$ cat src/rtl/uart_tx_cfg.sv
// UART transmitter with a small input FIFO and a per-frame format.
// Format options: 5..DATA_BITS_MAX data bits, optional even/odd parity, and 1 or 2 stop bits.
module uart_tx_cfg #(
  parameter int DATA_BITS_MAX = 8,
  parameter int OVERSAMPLE    = 16,
  parameter int FIFO_DEPTH    = 4
) (
  input  logic                             clk,
  input  logic                             reset,
  input  logic                             tick,
  input  logic [DATA_BITS_MAX-1:0]         s_data,
  input  logic                             s_valid,
  output logic                             s_ready,
  input  logic [3:0]                       data_len,
  input  logic                             parity_en,
  input  logic                             parity_odd,
  input  logic                             two_stop,
  output logic                             tx,
  output logic                             tx_done,
  output logic                             busy,
  output logic [$clog2(FIFO_DEPTH):0]      fifo_count
);

  localparam int AW = $clog2(FIFO_DEPTH);
  localparam int CW = AW + 1;
  localparam int TW = $clog2(OVERSAMPLE);
  localparam logic [TW-1:0] TICK_LAST = TW'(OVERSAMPLE - 1);
  localparam logic [3:0]    LEN_MAX   = 4'(DATA_BITS_MAX);
  localparam logic [3:0]    LEN_MIN   = 4'd5;

  typedef enum logic [2:0] {
    IDLE   = 3'd0,
    START  = 3'd1,
    DATA   = 3'd2,
    PARITY = 3'd3,
    STOP   = 3'd4
  } state_t;

  // FIFO storage and pointers
  logic [DATA_BITS_MAX-1:0] mem [FIFO_DEPTH];
  logic [AW-1:0]            wr_ptr_reg;
  logic [AW-1:0]            rd_ptr_reg;
  logic [CW-1:0]            count_reg;

  // Frame engine state
  state_t                   state_reg;
  logic [TW-1:0]            tick_cnt_reg;
  logic [3:0]               bit_cnt_reg;
  logic [DATA_BITS_MAX-1:0] shift_reg;
  logic [3:0]               len_reg;
  logic                     par_en_reg;
  logic                     par_odd_reg;
  logic                     two_stop_reg;
  logic                     par_acc_reg;
  logic                     tx_reg;
  logic                     tx_done_reg;
  logic                     busy_reg;

  logic                     fifo_full;
  logic                     fifo_empty;
  logic                     push;
  logic                     pop;
  logic                     period_end;
  logic                     last_stop;
  logic [3:0]               len_clamped;

  always_comb begin
    fifo_full  = (count_reg == CW'(FIFO_DEPTH));
    fifo_empty = (count_reg == '0);
    push       = s_valid && !fifo_full;
    period_end = tick && (tick_cnt_reg == TICK_LAST);
    // The final stop period is the only one when two_stop is clear, else the second one.
    last_stop  = (state_reg == STOP) && period_end && (!two_stop_reg || (bit_cnt_reg != 4'd0));
    pop        = !fifo_empty && ((state_reg == IDLE) || last_stop);
    if (data_len < LEN_MIN) begin
      len_clamped = LEN_MIN;
    end else if (data_len > LEN_MAX) begin
      len_clamped = LEN_MAX;
    end else begin
      len_clamped = data_len;
    end
  end

  always_ff @(posedge clk) begin
    if (push) begin
      mem[wr_ptr_reg] <= s_data;
    end
  end

  always_ff @(posedge clk) begin
    if (reset) begin
      wr_ptr_reg <= '0;
      rd_ptr_reg <= '0;
      count_reg  <= '0;
    end else begin
      if (push) begin
        wr_ptr_reg <= wr_ptr_reg + AW'(1);
      end
      if (pop) begin
        rd_ptr_reg <= rd_ptr_reg + AW'(1);
      end
      case ({push, pop})
        2'b10:   count_reg <= count_reg + CW'(1);
        2'b01:   count_reg <= count_reg - CW'(1);
        default: count_reg <= count_reg;
      endcase
    end
  end

  always_ff @(posedge clk) begin
    if (reset) begin
      state_reg    <= IDLE;
      tick_cnt_reg <= '0;
      bit_cnt_reg  <= '0;
      shift_reg    <= '0;
      len_reg      <= LEN_MIN;
      par_en_reg   <= 1'b0;
      par_odd_reg  <= 1'b0;
      two_stop_reg <= 1'b0;
      par_acc_reg  <= 1'b0;
      tx_reg       <= 1'b1;
      tx_done_reg  <= 1'b0;
      busy_reg     <= 1'b0;
    end else begin
      tx_done_reg <= 1'b0;

      if ((state_reg != IDLE) && tick) begin
        tick_cnt_reg <= period_end ? '0 : tick_cnt_reg + TW'(1);
      end

      case (state_reg)
        IDLE: begin
          tx_reg   <= 1'b1;
          busy_reg <= 1'b0;
        end
        START: begin
          if (period_end) begin
            state_reg <= DATA;
            tx_reg    <= shift_reg[0];
          end
        end
        DATA: begin
          if (period_end) begin
            shift_reg   <= shift_reg >> 1;
            par_acc_reg <= par_acc_reg ^ shift_reg[0];
            bit_cnt_reg <= bit_cnt_reg + 4'd1;
            if (bit_cnt_reg == len_reg - 4'd1) begin
              bit_cnt_reg <= 4'd0;
              if (par_en_reg) begin
                state_reg <= PARITY;
                tx_reg    <= par_acc_reg ^ shift_reg[0] ^ par_odd_reg;
              end else begin
                state_reg <= STOP;
                tx_reg    <= 1'b1;
              end
            end else begin
              tx_reg <= shift_reg[1];
            end
          end
        end
        PARITY: begin
          if (period_end) begin
            state_reg   <= STOP;
            tx_reg      <= 1'b1;
            bit_cnt_reg <= 4'd0;
          end
        end
        STOP: begin
          tx_reg <= 1'b1;
          if (period_end) begin
            if (two_stop_reg && (bit_cnt_reg == 4'd0)) begin
              bit_cnt_reg <= 4'd1;
            end else begin
              state_reg   <= IDLE;
              bit_cnt_reg <= 4'd0;
              tx_done_reg <= 1'b1;
            end
          end
        end
        default: begin
          state_reg    <= IDLE;
          tx_reg       <= 1'b1;
          busy_reg     <= 1'b0;
          tick_cnt_reg <= '0;
          bit_cnt_reg  <= '0;
        end
      endcase

      // A pop overrides the state update above, so the last stop bit flows straight into START.
      if (pop) begin
        shift_reg    <= mem[rd_ptr_reg];
        len_reg      <= len_clamped;
        par_en_reg   <= parity_en;
        par_odd_reg  <= parity_odd;
        two_stop_reg <= two_stop;
        par_acc_reg  <= 1'b0;
        tick_cnt_reg <= '0;
        bit_cnt_reg  <= 4'd0;
        state_reg    <= START;
        tx_reg       <= 1'b0;
        busy_reg     <= 1'b1;
      end
    end
  end

  assign s_ready    = !fifo_full;
  assign tx         = tx_reg;
  assign tx_done    = tx_done_reg;
  assign busy       = busy_reg;
  assign fifo_count = count_reg;

endmodule

$ cat config.mk
export PLATFORM = sky130hd
export DESIGN_NAME = uart_tx_cfg
export DESIGN_NICKNAME = d
export VERILOG_FILES = /design/src/rtl/uart_tx_cfg.sv
export SDC_FILE = /design/constraint.sdc
export NUM_CORES = 1
export LEC_CHECK = 0
export CAP_MARGIN = 20
export CORE_MARGIN = 1
export CORE_UTILIZATION = 35
export DETAILED_ROUTE_END_ITERATION = 8
export GPL_TIMING_DRIVEN = 0
export HOLD_SLACK_MARGIN = 0.05
export PLACE_DENSITY_LB_ADDON = 0.3
export SETUP_SLACK_MARGIN = 0.05
export SLEW_MARGIN = 5
export SYNTH_ARGS = -nofsm -noshare
export SYNTH_HDL_FRONTEND = slang
export SYNTH_SLANG_ARGS = --single-unit
$ cat constraint.sdc
create_clock -name clk -period 6.3 [get_ports clk]
set_input_delay 1.26 -clock clk [delete_from_list [all_inputs] [get_ports clk]]
set_output_delay 1.26 -clock clk [all_outputs]
set_load 0.02 [all_outputs]
-- Word-level counts from Yosys, hierarchy flattened
Memories as Yosys holds them, arrays and structs flattened. A register that Yosys moved wholly into a read port is not among the register bits.
Cells that the tools add are included.
Widths: inputs -> output; s select.
- bits in registers: 37
- RAM bits: 32
- memories: 1
- add/sub/neg operators: 7
- $lt $le $gt $ge: 2
- eq/ne operators: 23
- muxes and demuxes: 36
- bitwise operators: 7
- reduce and logical (&&, ||, !) cells: 32
- memories (name ; depth ; bits a word ; rd ports ; clocked after Yosys merged registers in ; wr ports ; RTL line ; RTL):
    mem ; 4 ; 8 ; 1 ; 1 ; 1 ; 40 ; logic [DATA_BITS_MAX-1:0] mem [FIFO_DEPTH];
- operators with widths (cell ; number):
    $mux 4 ; 7
    $mux 8 ; 3
    $mux 3 ; 7
    $ne 3x3->1 const B ; 6
    $pmux 4 s4 ; 1
    $pmux 3 s5 ; 1
    $ne 2x2->1 const B ; 7
    $reduce_and 7->1 ; 2
    $mux 1 ; 13
    $add 4x1->4 const B ; 2
    $logic_and 1x1->1 ; 7
    $eq 3x2->1 const B ; 2
    $eq 3x3->1 const B ; 2
    $logic_not 3->1 ; 2
    $pmux 3 s2 ; 1
    $reduce_bool 2->1 ; 3
    $reduce_or 3->1 ; 2
    $not 1->1 ; 5
    $reduce_or 5->1 ; 1
    $add 2x1->2 const B ; 2
    $eq 4x4->1 ; 1
    $eq 4x4->1 const B ; 1
    $gt 4x4->1 const B ; 1
    $logic_not 4->1 ; 1
    20 further kinds ; 27

-- Depth between registers and ports, before layout
- word-level depth: 8
- mapped depth: 13

-- Least setup slack after synthesis
No wires, ideal clock.
- kind: input to register
- from: input tick
- to: register count_reg[2], in the netlist fifo_count[2]
- setup time: 0.070 ns
- arrival time: 3.449 ns
- required time: 6.230 ns
- slack: 2.780 ns
- cell stages on the path: 12
- cell sequence: buf_4 nand4_2 o21ai_1 nand2_1 inv_2 buf_2 ha_1 inv_1 fa_1 xor2_1 or3_1 a21oi_1
- word-level cells in the longest chain between the ends: 7
- RTL lines (element ; RTL line ; RTL):
    start: declaration ; 10 ; input logic tick,
    $logic_and 1x1->1 (*) ; 71 ; period_end = tick && (tick_cnt_reg == TICK_LAST);
    $logic_and 1x1->1 (*) (2 in series) ; 73 ; last_stop = (state_reg == STOP) && period_end && (!two_stop_reg || (bit_cnt_reg != 4'd0));
    $logic_or 1x1->1 (*) ; 74 ; pop = !fifo_empty && ((state_reg == IDLE) || last_stop);
    $logic_and 1x1->1 (*) ; 74 ;
    via pop ; 62 ; logic pop;
    $eq 2x1->1 / $eq 2x2->1 (equally long branches) ; 102 ; case ({push, pop})
    $pmux 3 s2 / $reduce_bool 2->1 (equally long branches) ; -- ;
    end signal: assignment ; 103 ; 2'b10: count_reg <= count_reg + CW'(1);
    end signal: assignment ; 104 ; 2'b01: count_reg <= count_reg - CW'(1);
    end signal: assignment ; 105 ; default: count_reg <= count_reg;
    end: declaration ; 43 ; logic [CW-1:0] count_reg;
Mark *: on every way through the listed nets, which the timed path passes. The rest lies on a longest branch.
A chain may end at the register's enable or synchronous reset.

-- Worst setup path after layout
Same ends and word-level chain as after synthesis.

==> metrics.txt <==
status finished clean; Core ar. 8850 sq um; Hold-fix buffers, CTS 0; crit path from tick; gpl congestion 0.817; Largest stage delay, worst path around 0.37 ns; DR pass1 iterations 4; Slowest cell on crit path fa_1; initial drt markers 139; Routed WL 6.31 mm; Main synth FF type dfxtp_1; Syn Area/Cell 11.0 sq um; num rows 34; Clock Path Buffers 2; Initial Util between 30 and 40%; count leader, synth dfxtp_1; average routed wire per standard cell 14.3 um; kind of end point of the critical path flop; Final Cycle Share about 57%; Pwr Density 366 nW/um^2; Hold Path Origin shift_reg[6]$_SDFFE_PP0P_; via count approximately 2300; initial antenna violation count 0; antenna viol nets, final 0; max-cap violation count 0; Net Sw Frac 33.2%; largest net degree at the start of global routing 14; LEAKAGE 1.34 nW; Post-synth EDFFs 32; slew margin rel. around 66%; CP Max Fanout 10; sequential area share after synthesis a little over half; drt drc 0; Fin. Hold Viols 0; Worst-Margin Slew 0.509 ns; clk_skew 0.00778 ns; Cell Chain, Critical Path buf_4 > nand4_2 > o21ai_1 > nand2_1 > inv_2 > buf_2 > ha_1 > inv_1 > fa_1 > xor2_1 > or3_1 > a21oi_1; post-CTS setup repair buffer count 0; CP Launch Type input pin; Post-Synthesis Cells 293; CP required 6.58 ns; Yosys cell types 59; unrepaired setup endpoints after global routing no; Antenna diodes 0; Worst R2R Start tick_cnt_reg[0]$_SDFFE_PP0P_; flop2flop setup slack 3.11 ns; cell internal pwr ~0.00093 W; CTS Root Cell clkbuf_8; vias per cell 5.13; Syn Nets 322; layout cells sized above 1 12.0%; top cell type's share of synthesized area approximately 30%; Arrival @ worst endpoint 3.88 ns; area growth from synthesis to layout 17.4%; clock latency on the worst-skew pair approximately 0.35 ns; Final setup viols 0; Hold WC Path Type reg -> reg; Max VDD drop 0.000160 V; Clk pwr share 26.1%; HPWL after DPL roughly 4.4 mm; Nets 356; number of CTS-inserted buffers 9; combinational power share between 20 and 30%; gr ovfl total 0; mapped cell area 3240 sq um; Die H 98.2 um; CTS tree built; chip width 98.2 um; fin util 42.9%; Synth area leader edfxtp_1; setup TNS 0 ns; full die area 9640 sq um; max FFs per register 32; Clock transition at path regs 0.07 ns; Fmax 0.277 GHz; Post-synth top cells 39 x dfxtp_1, 32 x edfxtp_1, 30 x nand2_1; CTS Sinks around 70; fraction of registers with async set/reset 0%; P_sw approximately 0.00046 W; first-pass GRT wire length 10.4 mm; Area contributors post-synth edfxtp_1 30%, dfxtp_1 24%, mux4_2 5.6%; synth warn 0; # IOs 26; flops & latches, synth 71; Worst Path Class, Setup in -> reg; H-tree depth 3; Slew Viols, Final 0; Post-CTS Resized 0; Fillers 859; Total GRT Usage 13.9%; Flop pwr share roughly 44%; fin crit period 3.61 ns; vias in the first global route between 2000 and 2500; port buffer count 23
layer usage:
metal / share of wire (%) / up-vias / GRT usage (%)
li1: - / 1131 / -
met1: 44 / 1053 / 17.7
met2: 49 / 61 / 21.7
met3: 5.1 / 11 / 4.37
met4: 1.5 / 0 / 6.43
met5: 0 / - / 0
logic make-up after synthesis:
kind of cell	share of synthesized area, %
muxes	6.18
AOI/OAI and AO/OA	10.9
DFF	53.8
xor gates and xnor gates	4.45
buffers and inverters	3.90
and+or+nand+nor	15.8
adders and majority gates	5.03
power by group through the flow:
stage          Clock [W]  Combinational (W)  Sequential, W
2_1_floorplan          0           0.000303       0.000621
3_3_place_gp           0           0.000415       0.000622
3_5_place_dp           0           0.000418       0.000625
4_1_cts         0.000375           0.000421       0.000614
5_1_grt         0.000393           0.000461       0.000623
6_report        0.000363           0.000415       0.000613
area by class of cell:
type	count	area, sq um	area share, %
tap	108	135	3.56
multi-input combinational	192	1370	36.0
inverter	15	56.3	1.48
clock inverter	7	72.6	1.91
sequential	71	1740	45.8
buffer	15	70.1	1.84
timing repair buffer	23	230	6.06
clock buffer	9	124	3.26
critical path: cells and delay by family:
family / cells / cell delay, ns
buf+inv: 4 / 0.55
fa+ha+maj: 2 / 0.59
xor+xnor: 1 / 0.15
compound gates: 2 / 0.47
simple gates: 3 / 0.85
path summary, 6_finish.rpt:
kind | end | depth (start not counted)
worst min register to register | shift_reg[6]$_SDFFE_PP0P_ | 2
worst max register to register | fifo_count[2]$_SDFFE_PP0P_ | 12
worst max-delay path | fifo_count[2]$_SDFFE_PP0P_ | 12
worst min-delay path | shift_reg[6]$_SDFFE_PP0P_ | 2
stage by stage:
step	hold WS, ns	std cells	worst slack [ns]	instance area, sq um	power [W]
6_report	0.459	440	2.69	3800	0.00139
4_1_cts	0.462	440	2.72	3800	0.00141
3_3_place_gp	0.442	424	2.35	3600	0.00104
3_5_place_dp	0.451	424	2.35	3600	0.00104
2_1_floorplan	0.432	293	2.78	3240	0.000924
5_1_grt	0.475	440	2.53	3800	0.00148
placed cells by master (no fill, tap or decap), types with 3 or more instances in the layout:
cell and instances:
inv_1 14, o21ai_0 4, nand3_1 6, a31oi_1 3, and3_1 4, edfxtp_1 32
nor2_1 20, buf_2 5, nand2b_1 6, clkbuf_1 5, or3_1 3, clkdlybuf4s50_1 23
nand2_1 30, mux4_2 8, clkbuf_8 9, a22oi_1 5, a21oi_1 23, xnor2_1 5
dfxtp_1 39, ha_1 9, xor2_1 7, nor3_1 8, maj3_1 3, a211oi_1 5
a21o_1 3, buf_1 3
Power figures use the tool's default switching activity.
==> edit 1, RTL diff (same settings) <==
Change the parameter `DATA_BITS_MAX` from 8 to 10.
--- a/src/rtl/uart_tx_cfg.sv
+++ b/src/rtl/uart_tx_cfg.sv
@@ -1,7 +1,7 @@
 // UART transmitter with a small input FIFO and a per-frame format.
 // Format options: 5..DATA_BITS_MAX data bits, optional even/odd parity, and 1 or 2 stop bits.
 module uart_tx_cfg #(
-  parameter int DATA_BITS_MAX = 8,
+  parameter int DATA_BITS_MAX = 10,
   parameter int OVERSAMPLE    = 16,
   parameter int FIFO_DEPTH    = 4
 ) (
Interface: changed (resized s_data); port bits go from 26 to 28. The function was not compared with the original's and may differ.
==> edit 1 against the original RTL <==
- hold slack improved by 0.92 ps
- via count increased by 9.1%
- worst setup slack improved by 290 ps
- wire length increased by 16%
- sequential cell count increased by 10
- utilization increased by 0.40 points
- total power increased by 15%
- final area increased by 13%
- synthesized area increased by 12%
- critical path depth unchanged
- global-route usage increased by 0.57 points
- critical path type unchanged
- largest cell class unchanged
==> edit 1: results (changes against the original RTL) <==
Cell with the largest stage delay on the worst path = sky130_fd_sc_hd__o21ai_2
Non-clk bufs = 42 (+11%)
Fraction of area in clock buffers and inverters = 5.30% (+0.13 points)
Area contributors post-synth = sky130_fd_sc_hd__edfxtp_1 33%, sky130_fd_sc_hd__dfxtp_1 23%, sky130_fd_sc_hd__mux4_2 6.2%, sky130_fd_sc_hd__a21oi_1 3.4%, sky130_fd_sc_hd__ha_1 3.1%
Area of the multi-input gates = 1490 um2 (+8.9%)
Run status = finished clean
GR Util met1 = 18.3% (+0.63 points)
Arrival time worst endpoint = 3600 ps (-280 ps)
Post-synth top cells = 41 x sky130_fd_sc_hd__dfxtp_1, 40 x sky130_fd_sc_hd__edfxtp_1, 29 x sky130_fd_sc_hd__nand2_1
Sequential area share after synthesis = 55.6% (+1.7 points)
Source of the worst hold timing path = shift_reg[4]
Met3 track demand over resource = 4.26% (-0.11 points)
Post-synth EDFFs = 40 (+25%)
Number of placed cells counting well taps = 476 (+12%)
Count of standard-cell rows = 36 (+5.9%)
Min setup slack post-route = 2990 ps (+293 ps)
Number of flip-flops and latches = 81 (+14%)
Global-route wire length before repair = 12300 um (+19%)
Via count of the first global-routing pass = 2457 (+16%)
Dpl hpwl = 5070 um (+16%)
Synthesized Nets = 348 (+8.1%)
Initial DRC count = 120 (-14%)
Hold worst-path end = shift_reg[4]
Share of cells above drive strength 1 = 13.4% (+1.3 points)
Filler cell count in the final layout = 975 (+14%)
Number of port buffers = 26 (+13%)
Multi-input gate share of the layout cell area = 34.7% (-1.3 points)
Final cell count without fillers = 492 (+12%)
Count of cell types in the netlist = 58 (-1.7%)
Peak supply drop = 172 uV (+7.8%)
Total area of sequential cells = 2020 um2 (+16%)
Routability Congestion = 0.793 (-3.0%)
Met2 Resource Use GR = 24.0% (+2.4 points)
Skew final = 15.8 ps (+8.07 ps)
Data buffer area share = 7.90% (-0.0089 points)
Clock-pin slew on the worst setup and hold paths = 90 ps (+20 ps)
Drt total wl = 7320 um (+16%)
Worst reg2reg startpoint = bit_cnt_reg[0]
Maximum number of pins on one net before global-route repair = 17 (+3)
Switching fraction of total power = 32.4% (-0.84 points)
Inverters excl. clock = 13 (-2)
Number of flip-flops in the largest register = 40 (+25%)
Worst setup slack after placement = 2590 ps (+247 ps)
Synthesized area divided by synthesized cell count = 11.5 um2 (+3.9%)
Placed cell areas = 4070 um2 (+13%)
Static Leakage = 1.49 nW (+12%)
## edit 1: cell families (layout without fill, tap and decap cells)
group | after synthesis | count (layout) | share of synthesized area (%)
DFF | 81 | 81 | 55.6
muxes | 11 | 11 | 6.50
buffers and inverters | 29 | 71 | 3.51
AOI/OAI and AO/OA | 65 | 65 | 11.4
xor gates and xnor gates | 15 | 15 | 3.99
and+or+nand+nor | 104 | 104 | 14.9
adders and majority gates | 12 | 12 | 4.19
## edit 1: power by group through the flow
stage | Sequential (W) | Combinational [W] | Clock [W]
after floorplan | 0.000709 | 0.000340 | 0
after global placement | 0.000708 | 0.000470 | 0
after detailed placement | 0.000712 | 0.000477 | 0
after CTS | 0.000700 | 0.000479 | 0.000448
after global routing | 0.000711 | 0.000530 | 0.000469
final | 0.000699 | 0.000470 | 0.000437
## edit 1: routing by layer
layer / share of wire [%] / routed length [um]
met4: 1.0 / 75
met1: 47 / 3450
met3: 3.5 / 258
met2: 48 / 3540
met5: 0 / 0
==> edit 2, RTL diff (same flow settings) <==
Made on the original files. The 5 states of `state_t` get a one-hot encoding in 5 bits.
--- a/src/rtl/uart_tx_cfg.sv
+++ b/src/rtl/uart_tx_cfg.sv
@@ -28,12 +28,12 @@
   localparam logic [3:0]    LEN_MAX   = 4'(DATA_BITS_MAX);
   localparam logic [3:0]    LEN_MIN   = 4'd5;
 
-  typedef enum logic [2:0] {
-    IDLE   = 3'd0,
-    START  = 3'd1,
-    DATA   = 3'd2,
-    PARITY = 3'd3,
-    STOP   = 3'd4
+  typedef enum logic [4:0] {
+    IDLE   = 5'b00001,
+    START  = 5'b00010,
+    DATA   = 5'b00100,
+    PARITY = 5'b01000,
+    STOP   = 5'b10000
   } state_t;
 
   // FIFO storage and pointers
Formal check against the unedited RTL: same outputs for any inputs over 10 cycles, from zero or initial values and one cycle with reset high; not proved beyond that.
==> edit 2 against the original RTL <==
- worst setup slack got worse by 140 ps
- cell count increased by 8.0%
- wire length increased by 5.8%
- total power increased by 11%
- critical path depth unchanged
- final area increased by 3.3%
- die area increased by 2.8%
- synthesized area increased by 2.9%
- sequential share of layout area decreased by 0.44 points
- sequential cell count increased by 2
- highest routed layer unchanged
==> edit 2: results (changes against the original RTL) <==
Drt total wl = 6670 um (+5.8%)
Sequential fraction of design power = 40.7% (-3.4 points)
Static Leakage = 1.39 nW (+4.0%)
Worst setup slack after placement = 2200 ps (-144 ps)
Arrival time worst endpoint = 4020 ps (+140 ps)
Via count of the first global-routing pass = 2429 (+15%)
ANT cells = 0 (unchanged)
Portion of netlist area occupied by mux cells = 6.91% (+0.73 points)
Peak supply drop = 210 uV (+32%)
Placed cell areas = 3720 um2 (+3.3%)
Complex-gate fraction of the synthesized area = 11.2% (+0.33 points)
Post-synth top cells = 41 x sky130_fd_sc_hd__dfxtp_1, 37 x sky130_fd_sc_hd__nand2_1, 32 x sky130_fd_sc_hd__edfxtp_1
Switching power = 0.000550 W (+19%)
Synthesized-area fraction occupied by adder cells = 3.98% (-1.0 points)
Synthesized Nets = 336 (+4.3%)
Antenna violations before repair = 0 (unchanged)
Run status = finished clean
Share of cells above drive strength 1 = 10.7% (-1.4 points)
Global-route wire length before repair = 11200 um (+8.4%)
Count of nets after finishing = 370 (+3.9%)
Worst reg2reg startpoint = bit_cnt_reg[0]
Count of cell types in the netlist = 48 (-19%)
Reg2Reg Depth = 13 (+1)
Routability Congestion = 0.845 (+3.4%)
Rel. slew slack = 52.2% (-14 points)
Detailed-route vias per instance = 4.94 (-3.7%)
XOR/XNOR Fraction of Synth Area = 4.09% (-0.35 points)
Hold worst-path end = shift_reg[4]
Source of the worst hold timing path = shift_reg[4]
Final cell count without fillers = 475 (+8.0%)
Total track usage = 14.8% (+0.84 points)
Skew final = 9.65 ps (+1.87 ps)
Maximum number of pins on one net before global-route repair = 15 (+1)
Library cell used as clock root buffer = sky130_fd_sc_hd__clkbuf_8
Number of placed cells counting well taps = 459 (+8.3%)
Sequential area share after synthesis = 53.5% (-0.31 points)
Hold slack = 463 ps (+4.36 ps)
Dpl hpwl = 4780 um (+9.1%)
Synthesized area divided by synthesized cell count = 10.8 um2 (-1.8%)
Reported sequential group power = 0.000630 W (+3%)
Clock network fraction of total power = 23.9% (-2.2 points)
Area contributors post-synth = sky130_fd_sc_hd__edfxtp_1 29%, sky130_fd_sc_hd__dfxtp_1 25%, sky130_fd_sc_hd__mux4_2 5.4%, sky130_fd_sc_hd__nand2_1 4.2%, sky130_fd_sc_hd__a21oi_1 3.5%
Initial DRC count = 69 (-50%)
## edit 2: worst max path at each step
stage	start	endpoint	slack [ps]	cells after the start
floorplan	tick	fifo_count[2]	2700	12
global placement	tick	fifo_count[2]	2230	12
detailed placement	tick	fifo_count[2]	2200	12
CTS	tick	fifo_count[2]	2570	12
global route	tick	fifo_count[2]	2360	12
finish	tick	fifo_count[2]	2560	12
## edit 2: area by class of cell
type / instances / area [um2]
clock inverters: 7 / 77.6
multi-input cells: 207 / 1430
flip-flops and latches: 73 / 1780
plain buffers: 14 / 73.8
repair buffers: 23 / 230
fillers: 896 / 5320
clock buffers: 9 / 124
inverters: 13 / 48.8
well taps: 129 / 161
## edit 2: metal layers
metal,up-vias,routed length [um],global-route usage (%)
li1,1175,-,-
met1,1116,3030,17.3
met2,43,3290,25.1
met3,12,237,4.22
met4,0,113,6.56
met5,-,0,0
